$ cat config.mk
export PLATFORM = sky130hd
export DESIGN_NAME = waveform_loader
export DESIGN_NICKNAME = d
export VERILOG_FILES = /design/src/rtl/wfload_pkg.sv /design/src/rtl/wfload_timeout_ctr.sv /design/src/rtl/waveform_loader.sv
export SDC_FILE = /design/constraint.sdc
export NUM_CORES = 1
export LEC_CHECK = 0
export BUFFER_PORTS_ARGS = -buffer_cell sky130_fd_sc_hd__buf_4
export CAP_MARGIN = 10
export CORE_AREA = 2 2 129 131
export DETAILED_ROUTE_END_ITERATION = 8
export DIE_AREA = 0 0 131 133
export GPL_ROUTABILITY_DRIVEN = 0
export PLACE_DENSITY = 0.75
export SETUP_SLACK_MARGIN = 0.05
export SLEW_MARGIN = 30
export SYNTH_ARGS = -nofsm -noshare
export SYNTH_HDL_FRONTEND = slang
export SYNTH_SLANG_ARGS = --single-unit
$ cat constraint.sdc
create_clock -name axi_tclk -period 3.6 [get_ports axi_tclk]
set_clock_uncertainty 0.15 [all_clocks]
set_input_delay 0.36 -clock axi_tclk [delete_from_list [all_inputs] [get_ports axi_tclk]]
set_output_delay 0.36 -clock axi_tclk [all_outputs]
set_load 0.02 [all_outputs]
$ cat src/rtl/wfload_pkg.sv
// wfload_pkg: shared state/error encodings and length field location for the waveform loader
package wfload_pkg;
  typedef enum logic [1:0] {S_IDLE, S_ARM, S_LOAD, S_DONE} state_t;
  typedef enum logic [1:0] {ERR_NONE = 2'd0, ERR_BAD_LEN = 2'd1, ERR_ABORT = 2'd2, ERR_TIMEOUT = 2'd3} err_t;
  localparam int LEN_FIELD_LSB = 0;
  localparam int LEN_FIELD_MSB = 31;
endpackage

$ cat src/rtl/wfload_timeout_ctr.sv
// wfload_timeout_ctr: idle-cycle counter; expire rises on the (TIMEOUT_CYCLES-1)th cycle after the last clear
module wfload_timeout_ctr #(
  parameter int TIMEOUT_CYCLES = 65535
) (
  input  logic clk,
  input  logic rst,
  input  logic clr,
  output logic expire
);
  generate
    if (TIMEOUT_CYCLES == 0) begin : g_off
      assign expire = 1'b0;
    end else begin : g_on
      localparam int W = $clog2(TIMEOUT_CYCLES + 1);
      logic [W-1:0] cnt_q, cnt_d;
      // cnt counts edges since the last clear, so a beat at cycle t aborts at cycle t+TIMEOUT_CYCLES
      always_comb cnt_d = clr ? W'(1) : (cnt_q == W'(TIMEOUT_CYCLES) ? cnt_q : cnt_q + W'(1));
      always_ff @(posedge clk)
        if (rst) cnt_q <= '0;
        else cnt_q <= cnt_d;
      assign expire = !clr && (cnt_q >= W'(TIMEOUT_CYCLES - 1));
    end
  endgenerate
endmodule

$ cat src/rtl/waveform_loader.sv
// waveform_loader: streams formatter words into the waveform RAM and reports done/valid/errors.
// Optional running checksum of loaded words enabled by WFLOAD_CHECKSUM_EN.
module waveform_loader
  import wfload_pkg::*;
#(
  parameter int ADDR_WIDTH     = 12,
  parameter int TIMEOUT_CYCLES = 65535
) (
  input  logic                  axi_tclk,
  input  logic                  axi_treset,
  input  logic                  init_wf_write,
  input  logic [127:0]          waveform_parameters,
  output logic                  wf_write_ready,
  input  logic [31:0]           s_axis_tdata,
  input  logic                  s_axis_tvalid,
  input  logic                  s_axis_tlast,
  input  logic [31:0]           s_axis_tuser,
  output logic                  s_axis_tready,
  output logic                  ram_wr_en,
  output logic [ADDR_WIDTH-1:0] ram_wr_addr,
  output logic [31:0]           ram_wr_data,
  output logic                  wfrm_valid,
  output logic [31:0]           wfrm_len,
  output logic [31:0]           wfrm_checksum,
  output logic                  load_done,
  output logic                  load_error,
  output logic [1:0]            error_code,
  output logic [15:0]           stray_count
);
  localparam int CW = ADDR_WIDTH + 1;
  localparam logic [32:0] MAX_LEN = 33'(1) << ADDR_WIDTH;

  state_t state_q, state_d;
  err_t error_code_q, error_code_d;
  logic [31:0] len_q, len_d, wp_len, data_q, data_d, wfrm_len_q, wfrm_len_d;
  logic [CW-1:0] count_q, count_d, count_inc;
  logic [ADDR_WIDTH-1:0] addr_q, addr_d;
  logic [15:0] stray_q, stray_d;
  logic init_q, wr_en_q, wr_en_d, valid_q, valid_d, done_q, done_d, err_q, err_d;
  logic beat, load_beat, last, init_rise, bad_len, expire, tmo_clr, unused_ok;

  assign unused_ok = ^{waveform_parameters[127:LEN_FIELD_MSB+1], s_axis_tlast, s_axis_tuser};
  assign wp_len = waveform_parameters[LEN_FIELD_MSB:LEN_FIELD_LSB];
  assign s_axis_tready = (state_q == S_IDLE) || (state_q == S_LOAD);
  assign wf_write_ready = (state_q == S_IDLE);
  assign beat = s_axis_tvalid && s_axis_tready;
  assign load_beat = beat && (state_q == S_LOAD);
  assign count_inc = count_q + CW'(1);
  assign last = (32'(count_inc) == len_q);
  assign init_rise = init_wf_write && !init_q;
  assign bad_len = (wp_len == 32'd0) || ({1'b0, wp_len} > MAX_LEN);
  assign tmo_clr = (state_q != S_LOAD) || beat;

  wfload_timeout_ctr #(.TIMEOUT_CYCLES(TIMEOUT_CYCLES)) u_tmo (
    .clk(axi_tclk), .rst(axi_treset), .clr(tmo_clr), .expire(expire)
  );

  always_comb begin
    state_d = state_q;
    len_d = len_q;
    count_d = count_q;
    wr_en_d = 1'b0;
    addr_d = addr_q;
    data_d = data_q;
    valid_d = valid_q;
    wfrm_len_d = wfrm_len_q;
    done_d = 1'b0;
    err_d = 1'b0;
    error_code_d = error_code_q;
    stray_d = stray_q;
    case (state_q)
      S_IDLE: begin
        stray_d = (beat && stray_q != 16'hFFFF) ? stray_q + 16'd1 : stray_q;
        state_d = init_wf_write ? S_ARM : S_IDLE;
      end
      S_ARM: begin
        len_d = wp_len;
        valid_d = 1'b0;
        count_d = '0;
        addr_d = '0;
        error_code_d = bad_len ? ERR_BAD_LEN : ERR_NONE;
        err_d = bad_len;
        state_d = bad_len ? S_IDLE : S_LOAD;
      end
      S_LOAD: begin
        if (beat) begin
          wr_en_d = 1'b1;
          addr_d = count_q[ADDR_WIDTH-1:0];
          data_d = s_axis_tdata;
          count_d = count_inc;
        end
        // a completing beat outranks a concurrent abort or timeout
        if (beat && last) state_d = S_DONE;
        else if (init_rise || expire) begin
          state_d = S_IDLE;
          err_d = 1'b1;
          error_code_d = init_rise ? ERR_ABORT : ERR_TIMEOUT;
        end
      end
      default: begin
        done_d = 1'b1;
        valid_d = 1'b1;
        wfrm_len_d = len_q;
        state_d = S_IDLE;
      end
    endcase
  end

  always_ff @(posedge axi_tclk) begin
    if (axi_treset) begin
      state_q <= S_IDLE;
      len_q <= '0;
      count_q <= '0;
      init_q <= 1'b0;
      wr_en_q <= 1'b0;
      addr_q <= '0;
      data_q <= '0;
      valid_q <= 1'b0;
      wfrm_len_q <= '0;
      done_q <= 1'b0;
      err_q <= 1'b0;
      error_code_q <= ERR_NONE;
      stray_q <= '0;
    end else begin
      state_q <= state_d;
      len_q <= len_d;
      count_q <= count_d;
      init_q <= init_wf_write;
      wr_en_q <= wr_en_d;
      addr_q <= addr_d;
      data_q <= data_d;
      valid_q <= valid_d;
      wfrm_len_q <= wfrm_len_d;
      done_q <= done_d;
      err_q <= err_d;
      error_code_q <= error_code_d;
      stray_q <= stray_d;
    end
  end

`ifdef WFLOAD_CHECKSUM_EN
  logic [31:0] sum_q, sum_d, cks_q, cks_d;
  always_comb begin
    sum_d = (state_q == S_ARM) ? 32'd0 : load_beat ? sum_q + s_axis_tdata : sum_q;
    cks_d = (state_q == S_ARM) ? 32'd0 : (state_q == S_DONE) ? sum_q : cks_q;
  end
  always_ff @(posedge axi_tclk) begin
    if (axi_treset) begin
      sum_q <= '0;
      cks_q <= '0;
    end else begin
      sum_q <= sum_d;
      cks_q <= cks_d;
    end
  end
  assign wfrm_checksum = cks_q;
`else
  logic unused_beat;
  assign unused_beat = load_beat;
  assign wfrm_checksum = 32'd0;
`endif

  assign ram_wr_en = wr_en_q;
  assign ram_wr_addr = addr_q;
  assign ram_wr_data = data_q;
  assign wfrm_valid = valid_q;
  assign wfrm_len = wfrm_len_q;
  assign load_done = done_q;
  assign load_error = err_q;
  assign error_code = error_code_q;
  assign stray_count = stray_q;
endmodule

After elaboration in Yosys (flattened, before gate mapping)
Index checks and enable logic that the tools add are counted.
{"block": "totals", "romBits": 0, "word_cells": 76, "input_bits": 197, "mem_count": 0, "latch_bits": 0, "mem_bits_rw": 0, "output_inout_bits": 132, "ff_bits": 162}
{"block": "op_classes", "muxes": 22, "n_eq_ne": 11, "n_div": 0, "mul": 0, "shift": 0, "order_cmp": 2, "reduce_logical": 22, "bitwise_logic": 1, "n_addsub": 3}
{"cell": "adder 16 x 1 -> 16 bit (second input constant)", "n": 2}
{"cell": "== test 13 x 32 -> 1 bit", "n": 1}
{"cell": "> comparator 32 x 13 -> 1 bit (second input constant)", "n": 1}
{"cell": "logical NOT 32 bit", "n": 1}
{"cell": "case mux 13 bit (2 select lines)", "n": 1}
{"cell": "case mux 12 bit (2 select lines)", "n": 1}
{"cell": "== test 16 bit (second input constant)", "n": 1}
{"cell": "greater-or-equal comparator 16 bit (second input constant)", "n": 1}
{"cell": "inequality test 16 bit (second input constant)", "n": 1}
{"cell": "adder 13 x 1 -> 13 bit (second input constant)", "n": 1}
{"cell": "two-way mux 13 bit", "n": 1}
{"cell": "two-way mux 12 bit", "n": 1}
{"cell": "two-way mux 2 bit", "n": 5}
{"cell": "two-way mux 1 bit", "n": 9}
{"cell": "inequality test 2 bit (second input constant)", "n": 3}
{"cell": "case mux 2 bit (3 select lines)", "n": 1}
{"cell": "AND reduction 2 bit", "n": 3}
{"cell": "OR reduction 2 bit", "n": 3}
{"cell": "logical AND 1 bit", "n": 5}
{"cell": "logical OR 1 bit", "n": 4}
{"cell": "inequality test 2 x 1 -> 1 bit (second input constant)", "n": 2}
{"cell": "case mux 1 bit (2 select lines)", "n": 2}
{"cell": "case mux 2 bit (2 select lines)", "n": 1}
{"cell": "inequality test 3 x 1 -> 1 bit (second input constant)", "n": 1}
{"cell": "other kinds (8)", "n": 9}

Depth between registers and ports, before layout
{"block": "depth", "ltp_word": 10, "ltp_mapped": 11, "ltp_nobuf": 9}

Hierarchy
Synthesis repeated with hierarchy kept, for this count alone.
{"block": "hier_totals", "hier_cells": 789, "hier_area_um2": 7068.0}
{"module": "waveform_loader", "area_each_um2": 6266.0, "cells_per_inst": 694, "instances": 1, "seq_area_each_um2": 2922.8}
{"module": "wfload_timeout_ctr", "area_each_um2": 802.0, "cells_per_inst": 95, "instances": 1, "seq_area_each_um2": 320.3}

Worst setup path after synthesis
Ideal clock, no wire load.
{"block": "synth_path", "path_type": "register -> register", "from": "register count_q[1]", "to": "register error_code_q[0] (netlist: error_code[0])", "n_path_buf": 1, "synth_period_minus_slack_ns": 2.695, "t_arrival_ns": 2.424, "path_stages_with_launch": 10, "required_time_ns": 3.329, "path_slack_ns": 0.905, "setup_time_ns": 0.121, "path_cell_list": "dfxtp_1 ha_1 and3_1 nand4_2 nor4_1 a311oi_1 or4_1 buf_2 o211ai_1 mux2_2"}
{"block": "synth_between", "elab_chain_cells": 5}
{"element": "from (decl)", "line": "waveform_loader.sv:36", "rtl": "logic [CW-1:0] count_q, count_d, count_inc;"}
{"element": "from (signal assigned)", "line": "waveform_loader.sv:127", "rtl": "count_q <= count_d;"}
{"element": "adder 13 x 1 -> 13 bit", "line": "waveform_loader.sv:48", "rtl": "assign count_inc = count_q + CW'(1);"}
{"element": "== test 13 x 32 -> 1 bit", "line": "waveform_loader.sv:49", "rtl": "assign last = (32'(count_inc) == len_q);"}
{"element": "logical AND 1 bit", "line": "waveform_loader.sv:93", "rtl": "if (beat && last) state_d = S_DONE;"}
{"element": "inequality test 2 bit (no line)"}
{"element": "AND reduction 3 bit (no line)"}
{"element": "to (signal assigned)", "line": "waveform_loader.sv:136", "rtl": "error_code_q <= error_code_d;"}
{"element": "to (decl)", "line": "waveform_loader.sv:34", "rtl": "err_t error_code_q, error_code_d;"}
No other way between the ends.
A chain may end at the register's enable or synchronous reset.

Worst setup path after layout
{"block": "layout_path", "from": "register count_q[0]", "to": "register error_code_q[0] (netlist: error_code[0])"}
The elaborated chain is that of the path after synthesis.

==> flow_summary.yaml <==
final_layout:
  nNetsFinal: 1136
  layout_commonest_cell: "buf_4"
  final_cell_mix: "172 x buf_4, 162 x dfxtp_1, 119 x nor2_1, 88 x nand2_1, 66 x mux2i_1"
  areaGrowthSynthToFinish_pct: 26.5
  fin_util: 0.542
  n_antenna_cell: 0
  final_cell_area_mm2: 0.00877
  fin_cells: 1164
  post_route_cells_drive_above_1_share: 0.228
worst_setup_path:
  ff2ff_setup_slack_ps: 390
  cp-end-kind: "register"
  critPathLaunchType: "register"
  crit_slowest_cell: "or4_1"
  r2r-end: "error_code[0]"
  path_class: "reg2reg"
  cp.arrival_ps: 3370
  cpPeakStageDelay_ps: 690
  worstPathBufferInverterCount: 0
  crit_family: "simple AND/OR/NAND/NOR gates"
  crit_fanout: 7
  cp.depth: 8
  rr_worst_depth: 8
  worstPathRequired_ps: 3760
  r2r-start: "count_q[0]"
  worstPathCellList: "ha_1 > and3_1 > nand4_2 > nor4_1 > a311oi_1 > or4_1 > o211ai_1 > mux2_2"
pwr:
  power_frac_seq: 0.489
  power_switching_mw: 0.937
  p_leak_nw: 3.46
  vdd_drop_max_mv: 0.321
  pwr-share-clk: 0.447
  p_int_mw: 2.82
  p_sw_frac: 0.249
  comb_power_share: 0.064
  power.density_mw_per_mm2: 429
sta:
  fmax_ghz: 0.312
  worst_slew_pin_slew_ps: 837
  holdWs_ps: 29.7
  grt_setup_unrepaired: "false"
  min_period_over_period: 0.891
  fin_setup_tns_ps: 0
  final_hold_viol_count: 0
  max_slew_margin: 0.440
  finalSetupViolCount: 0
  drv_slew: 0
  period_minus_slack_ps: 3210
floorplanning:
  die_x_um: 131
  initial_utilization: 0.429
  die_h_um: 133
  design.die.area_mm2: 0.0174
  rows: 47
  core_mm2: 0.0162
  ioPinCount: 329
route:
  ant_nets: 0
  wirelength_mm: 16.1
  route.detailed.drc: 0
  avgViaCountPerCell: 4.93
  wl_per_cell_um: 13.9
  firstDrtPassIters: 4
  vias: 5733
  drtIter0Drc: 274
yosys:
  synth_area_per_cell_um2: 8.83
  syn_inst: 785
  synthTopCellsByArea: "dfxtp_1 47%, mux2i_1 9.5%, nor2_1 6.4%"
  async_reset_ff_frac: 0
  ys_warn_count: 0
  synth_top_area_cell: "dfxtp_1"
  netlist_area_mm2: 0.00693
  synth.distinct_cells: 54
  synth-edff-count: 0
  yosysTopAreaCellShare: 0.468
  seq_area_frac_synth: 0.468
  synth-seq-cells: 162
  synth-main-ff-cell: "dfxtp_1"
min_path:
  hold_depth: 3
  hp-class: "in2reg"
  min_to: "len_q[25]"
  hold_path.startpoint: "waveform_parameters[25]"
placement:
  placed_area_mm2: 0.00822
  post-dp-hpwl_mm: 11.3
  dp.cells: 1132
  numPortBuffers: 167
grt:
  grt_pass1_vias: 5317
  grt-ovfl-total: 0
  grt_usage: 0.185
  antenna_found_initial: 0
  grt_max_degree: 68
  grt_pass1_wl_mm: 25.8
clocking:
  htreeDepth: 4
  clk_pin_slew_ps: 70
  cts_root_buf: "clkbuf_16"
  clockBufferDepth: 2
  cts_tree: "built"
  ctsHoldBuffers: 0
  numClockSinks: 162
  numCtsBuffers: 17
  post_cts_resized: 0
  cts_setup_buffers: 0
  clkLatencyLatePin_ps: 420
run:
  cap_violations: 0
outcome:
  outcome: "completed"
-- cells by family after synthesis --
group	Yosys count	share of synthesized area
fa+ha+maj	8	0.0144
other cells	1	0.000541
flops	162	0.468
compound gates	105	0.0942
simple gates	309	0.205
mux	67	0.0969
xor+xnor	42	0.0531
buf+inv	91	0.0684
-- power by group through the flow --
stage / clock network (mW) / logic, mW / registers [mW]
6_report: 1.68 / 0.239 / 1.84
5_1_grt: 1.81 / 0.264 / 1.84
4_1_cts: 1.73 / 0.241 / 1.84
3_5_place_dp: 0 / 0.239 / 1.88
3_3_place_gp: 0 / 0.236 / 1.88
2_1_floorplan: 0 / 0.161 / 1.88
-- stage by stage --
stage	worst slack [ps]	power, mW
2_1_floorplan	905	2.04
3_3_place_gp	424	2.11
3_5_place_dp	413	2.12
4_1_cts	391	3.81
5_1_grt	174	3.91
6_report	391	3.76
-- worst max path at each step --
stage               slack (ps)  startpoint             to
global placement           420  count_q[0]  error_code[0]
global route               170  count_q[0]  error_code[0]
CTS                        390  count_q[0]  error_code[0]
detailed placement         410  count_q[0]  error_code[0]
floorplan                  910  count_q[1]  error_code[0]
finish                     390  count_q[0]  error_code[0]
-- synthesized netlist by cell type (2+ instances only) --
master / number
a31oi_1: 5
nor4_1: 14
xnor2_1: 25
clkbuf_1: 34
ha_1: 8
nor2b_1: 7
nor3_1: 9
nor4b_1: 2
nor3b_1: 2
dfxtp_1: 162
inv_1: 15
a211oi_1: 4
o21ai_0: 18
buf_1: 4
buf_2: 4
nor2_1: 119
o31ai_1: 3
nand2_1: 89
nand2b_1: 5
mux2i_1: 66
a21oi_1: 44
nand4_1: 17
and2_1: 3
o31a_1: 2
nand3b_1: 2
o22ai_1: 2
or2_2: 3
and4_1: 2
buf_4: 34
a22oi_1: 3
and3_1: 4
or3_1: 5
or4_1: 3
nand3_1: 17
a22o_1: 14
xor2_1: 17
-- worst register-to-register path, cell delays in order, from the launching register on --
cell and delay, ps:
dfxtp_1 520, ha_1 310, and3_1 240, nand4_2 180
nor4_1 330, a311oi_1 80, or4_1 690, o211ai_1 240
mux2_2 350
-- flip-flops by register name, summed over array words and instances, names as in the netlist, 12 cells and up --
| name | flops |
|---|---|
| ram_wr_addr | 12 |
| len_q | 32 |
| count_q | 13 |
| wfrm_len | 32 |
| ram_wr_data | 32 |
| u_tmo.g_on.cnt_q | 16 |
| stray_count | 16 |
-- final cells by class --
type / instances / area (um2)
Fill cell: 1465 / 7410
Multi-Input combinational cell: 563 / 3350
Sequential cell: 162 / 3240
Timing Repair Buffer: 172 / 1290
Clock buffer: 18 / 429
Tap cell: 220 / 275
Clock inverter: 14 / 118
Inverter: 15 / 56.3
-- layer usage --
| layer | part of all wire | track usage |
|---|---|---|
| met5 | 0 | 0 |
| met4 | 0.015 | 0.0751 |
| met3 | 0.085 | 0.0558 |
| met2 | 0.44 | 0.279 |
| met1 | 0.46 | 0.245 |
No activity file was read; power rests on OpenSTA's default activity.
